--- config.mk ---
export PLATFORM = sky130hd
export DESIGN_NAME = int_div_iterative
export DESIGN_NICKNAME = d
export VERILOG_FILES = /design/src/rtl/int_div_iterative.sv
export SDC_FILE = /design/constraint.sdc
export NUM_CORES = 1
export LEC_CHECK = 0
export ABC_AREA = 1
export CAP_MARGIN = 20
export CELL_PAD_IN_SITES_DETAIL_PLACEMENT = 1
export CELL_PAD_IN_SITES_GLOBAL_PLACEMENT = 1
export CORE_MARGIN = 1
export CORE_UTILIZATION = 46
export DETAILED_ROUTE_END_ITERATION = 8
export PLACE_DENSITY = 0.95
export SLEW_MARGIN = 20
export SYNTH_ARGS = -nofsm -noshare
export SYNTH_HDL_FRONTEND = slang
export SYNTH_SLANG_ARGS = --single-unit
--- constraint.sdc ---
create_clock -name clk -period 6.45 [get_ports clk]
set_input_delay 1.29 -clock clk [delete_from_list [all_inputs] [get_ports clk]]
set_output_delay 1.29 -clock clk [all_outputs]
set_load 0.01 [all_outputs]
--- src/rtl/int_div_iterative.sv ---
// Iterative restoring divider: one quotient bit per cycle, signed or unsigned,
// with val/rdy request and response streams.
module int_div_iterative #(
  parameter int p_nbits = 32
) (
  input  logic                   clk,
  input  logic                   reset_n,
  input  logic                   istream_val,
  output logic                   istream_rdy,
  input  logic [2*p_nbits:0]     istream_msg,
  output logic                   ostream_val,
  input  logic                   ostream_rdy,
  output logic [2*p_nbits-1:0]   ostream_msg
);

  localparam int CW = $clog2(p_nbits + 1);

  typedef enum logic [1:0] {IDLE, CALC, DONE} state_t;

  state_t state, state_nxt;

  logic [CW-1:0]      cnt;
  logic [p_nbits:0]   r;
  logic [p_nbits-1:0] q, d, raw_a, res_q, res_r;
  logic               neg_q, neg_r, div0;

  logic               is_signed, sa, sb, accept;
  logic [p_nbits-1:0] op_a, op_b;
  logic [p_nbits:0]   r_sh, trial, r_step;
  logic [p_nbits-1:0] q_step, res_q_nxt, res_r_nxt;

  function automatic logic [p_nbits-1:0] cond_neg(input logic en, input logic [p_nbits-1:0] x);
    return en ? -x : x;
  endfunction

  assign is_signed = istream_msg[2*p_nbits];
  assign op_a      = istream_msg[2*p_nbits-1:p_nbits];
  assign op_b      = istream_msg[p_nbits-1:0];
  assign sa        = is_signed & op_a[p_nbits-1];
  assign sb        = is_signed & op_b[p_nbits-1];
  assign accept    = istream_val & istream_rdy;

  // Restoring step on the magnitudes; the trial MSB is the borrow.
  always_comb begin
    r_sh  = {r[p_nbits-1:0], q[p_nbits-1]};
    trial = r_sh - {1'b0, d};
    if (!trial[p_nbits]) begin
      r_step = trial;
      q_step = {q[p_nbits-2:0], 1'b1};
    end else begin
      r_step = r_sh;
      q_step = {q[p_nbits-2:0], 1'b0};
    end
    res_q_nxt = div0 ? '1    : cond_neg(neg_q, q_step);
    res_r_nxt = div0 ? raw_a : cond_neg(neg_r, r_step[p_nbits-1:0]);
  end

  always_ff @(posedge clk or negedge reset_n) begin
    if (!reset_n) state <= IDLE;
    else          state <= state_nxt;
  end

  always_comb begin
    state_nxt   = state;
    istream_rdy = 1'b0;
    ostream_val = 1'b0;
    unique case (state)
      IDLE: begin
        istream_rdy = 1'b1;
        if (istream_val) state_nxt = CALC;
      end
      CALC: if (cnt == CW'(1)) state_nxt = DONE;
      DONE: begin
        ostream_val = 1'b1;
        if (ostream_rdy) state_nxt = IDLE;
      end
      default: state_nxt = IDLE;
    endcase
  end

  always_ff @(posedge clk or negedge reset_n) begin
    if (!reset_n) begin
      cnt   <= '0;
      r     <= '0;
      q     <= '0;
      d     <= '0;
      raw_a <= '0;
      neg_q <= 1'b0;
      neg_r <= 1'b0;
      div0  <= 1'b0;
      res_q <= '0;
      res_r <= '0;
    end else if (accept) begin
      cnt   <= CW'(p_nbits);
      r     <= '0;
      q     <= cond_neg(sa, op_a);
      d     <= cond_neg(sb, op_b);
      raw_a <= op_a;
      neg_q <= sa ^ sb;
      neg_r <= sa;
      div0  <= (op_b == '0);
    end else if (state == CALC) begin
      r   <= r_step;
      q   <= q_step;
      cnt <= cnt - CW'(1);
      if (cnt == CW'(1)) begin
        res_q <= res_q_nxt;
        res_r <= res_r_nxt;
      end
    end
  end

  assign ostream_msg = {res_r, res_q};

endmodule

==> metrics.md <==
| Metric | Value |
|---|---|
| Outcome | complete, no violations |
| GRT Overall Usage | a little over a third |
| ANT cells | 0 |
| Wire length on met3 | 3610 um |
| Register bit total from synthesis | between 200 and 250 |
| Crit-path leading delay family | simple AND/OR/NAND/NOR gates |
| Total CTS buffers | 25 |
| Slowest-stage cell, CP | fa_1 |
| Distinct cells, synth | 58 |
| Compound-cell area share of the yosys netlist | ~15% |
| IO Pins | 135 |
| Flip-flop and latch area | around 0.0051 mm^2 |
| Non-Filler Instances | about 2,600 |
| Most frequent cell on the critical path | inv_1 |
| Number of max-cap violations | 0 |
| Worst slew pin tran | around 1.1 ns |
| Setup TNS | 0 ns |
| Area growth syn-to-layout | 17.5% |
| Row count | 64 |
| Hold_buf cts | 0 |
| CP Launch Type | flop |
| Final Max Tran Viols | 0 |
| Syn_area_per_cell | 6.81 um^2 |
| Post CTS Setup Buffer Count | 0 |
| Most used DFF post-synth | dfrtp_1 |
| Asr flop ratio synth | 100% |
| YS warnings | 0 |
| Critical path type | flop to flop |
| Antenna violations before repair | 0 |
| Tcrit/Tclk final | approximately 83% |
| Core area | 0.0307 mm^2 |
| CP bufs+invs | 6 |
| Die area | around 0.032 mm^2 |
| Rel. slew slack | 27.0% |
| Post-synthesis sequential area ratio | between 30 and 40% |
| Maximum fanout along the worst path | 45 |
| Final hold violations | 0 |
| Clk slew on worst S/H paths | ~0.060 ns |
| Overflow after GRT | 0 |
| Clk_skew | between 0.015 and 0.02 ns |
| Fmax | approximately 0.19 GHz |
| Slowest stage delay, CP | 0.41 ns |
| Drt via density | approximately 6 |
| Initial DRC count | about 1,500 |
| Hold Path Class | flop to flop |
| Hold Slack | 0.478 ns |
| Multi-input logic area | ~0.008 mm^2 |
| CTS tree | done |
| Avg WL per Cell | around 21 um |
| Initial Util | a little under half |
| DR WL met2 | 26,700 um |
| Die Ht | 179 um |
| CP Capture Type | flop |
| Largest family of logic cells by synthesized area | simple AND/OR/NAND/NOR gates |
| Placed cells | 2,572 |
| Routed vias | around 15,000 |
| Data arrival time of the worst path | around 5.8 ns |
| Vias in the first global route | 15,900 |
| M1 WL | 23,600 um |
| I/O Buffers | 134 |
| Largest net degree at the start of global routing | 124 |
| Mux share of post-synthesis cell area | less than 1% |
| Drc violations | 0 |
| Clk sinks | slightly above 200 |
| GPL Wtd Cong | between 0.9 and 1 |
| Tmin final | between 5 and 6 ns |
| Clock Root Buffer | clkbuf_16 |
| Post-synthesis simple-gate area fraction | between 30% and 40% |
| Layout Utilization | around 55% |
| Share of cells above drive strength 1 | slightly above 6% |
| Fin nets | roughly 2,300 |
| Top sig layer | met4 |
| Post-route ant nets | 0 |
| Fill cells | between 3,000 and 4,000 |
| Syn_nets | 2,213 |
| Synth Area in XOR/XNOR | between 3 and 4% |
| Post_cts resized | 0 |
| # setup viols final | 0 |
| Post-synth EDFFs | 0 |
| Synth Area in Adders | 3.45% |
| Worst-skew pair later-pin latency | between 0.5 and 0.6 ns |
| Total routed wirelength | about 56,000 um |
| Cell Area, Synth | approximately 0.014 mm^2 |
| Detailed placer's ending HPWL | between 40,000 and 50,000 um |
| Critical Path RT | 6.87 ns |
| Chip Width | ~180 um |
| Pre-Repair DR Iteration Count | 5 |
| H-tree levels | 1 |
| Post-Synthesis Cells | between 2,000 and 2,500 |
| Max Root-Sink Buffers | 3 |
| RSZ-0062 raised after global routing | no |
| Global-route wire length before repair | roughly 90,000 um |
==> logic make-up (layout without fill, tap and decap cells) <==
group	Yosys count	in the layout
fa+ha+maj	39	39
simple gates	1066	1066
flops	203	203
mux	1	1
buf+inv	368	485
compound gates	367	367
xor+xnor	61	61
==> Yosys cell counts (4+ instances only) <==
master / count / area (um^2)
nand3b_1: 9 / 67.6
o21a_1: 5 / 37.5
inv_2: 7 / 26.3
nand3_2: 4 / 40.0
nor2_1: 167 / 627
a31oi_1: 21 / 131
buf_1: 5 / 18.8
nand2_1: 622 / 2330
nand4_1: 26 / 163
o21ai_0: 144 / 721
o21ai_1: 15 / 75.1
o221ai_1: 6 / 52.6
nand2_4: 7 / 78.8
buf_6: 5 / 56.3
o22ai_1: 58 / 363
nor3_1: 47 / 235
a32oi_1: 6 / 52.6
xnor2_1: 23 / 201
clkbuf_1: 61 / 229
o21ai_2: 6 / 52.6
dfrtp_1: 203 / 5080
xor2_1: 38 / 333
o21bai_1: 11 / 82.6
a21o_1: 6 / 45.0
nand3_1: 122 / 611
inv_1: 282 / 1060
nor4_1: 11 / 68.8
nand2_2: 28 / 175
ha_1: 38 / 475
o31ai_1: 4 / 30.0
a21oi_1: 54 / 270
o211ai_1: 16 / 120
nor2_2: 9 / 56.3
==> worst paths after layout <==
check | start | to | slack [ns] | depth (start not counted)
setup / recovery | q[31]$_DFFE_PN0P_ | res_q[28]$_DFFE_PN0P_ | 1.12 | 28
hold / removal | res_r[27]$_DFFE_PN0P_ | res_r[27]$_DFFE_PN0P_ | 0.48 | 2
setup reg to reg | q[31]$_DFFE_PN0P_ | res_q[28]$_DFFE_PN0P_ | 1.12 | 28
hold reg to reg | res_r[27]$_DFFE_PN0P_ | res_r[27]$_DFFE_PN0P_ | 0.48 | 2
max in group asynchronous | reset_n | r[23]$_DFFE_PN0P_ | 4.49 | 2
min in group asynchronous | reset_n | d[3]$_DFFE_PN0P_ | 0.76 | 1
==> metrics by stage <==
step / worst slack [ns] / cell area (um^2)
finish: 1.12 / 16900
global route: 0.737 / 16900
CTS: 1.25 / 16900
detailed placement: 1.47 / 15900
global placement: 1.68 / 15900
floorplan: 2.29 / 14300
==> tightest hold or removal path, cell delays in order, from the launching register on <==
cell,delay [ns]
dfrtp_1,0.34
nand2_1,0.05
nand2_1,0.05
==> final cells by class <==
cell class,count,share of cell area (%)
Multi-Input combinational cell,1534,46.4
Sequential cell,203,30.1
Timing Repair Buffer,147,8.63
Inverter,292,6.50
Clock buffer,32,4.16
Tap cell,396,2.94
Clock inverter,14,1.23
==> registers in the layout, indices dropped and copies added, names as in the netlist <==
register,flops
div0,1
d,32
state,2
res_q,32
neg_q,1
cnt,6
raw_a,32
r,32
q,32
neg_r,1
res_r,32
==> metal layers <==
layer / vias to the layer above / track usage [%]
met5: - / 0
met3: 153 / 4.03
li1: 7022 / -
met1: 7633 / 46.9
met2: 648 / 59.9
met4: 0 / 12.5
==> cell usage in the layout (no fill, tap or decap), types with 12 or more instances in the layout <==
cell / count
nand2_1: 621
inv_1: 282
dfrtp_1: 203
nor2_1: 166
o21ai_0: 144
clkdlybuf4s50_1: 133
nand3_1: 122
o22ai_1: 58
a21oi_1: 54
nor3_1: 47
xor2_1: 38
ha_1: 38
nand2_2: 28
nand4_1: 26
clkbuf_16: 25
xnor2_1: 23
a31oi_1: 21
o211ai_1: 16
o21ai_1: 15
buf_4: 12
Power is not shown: default switching activity piles up to over one toggle a cycle in this logic, so the estimate is an artifact.
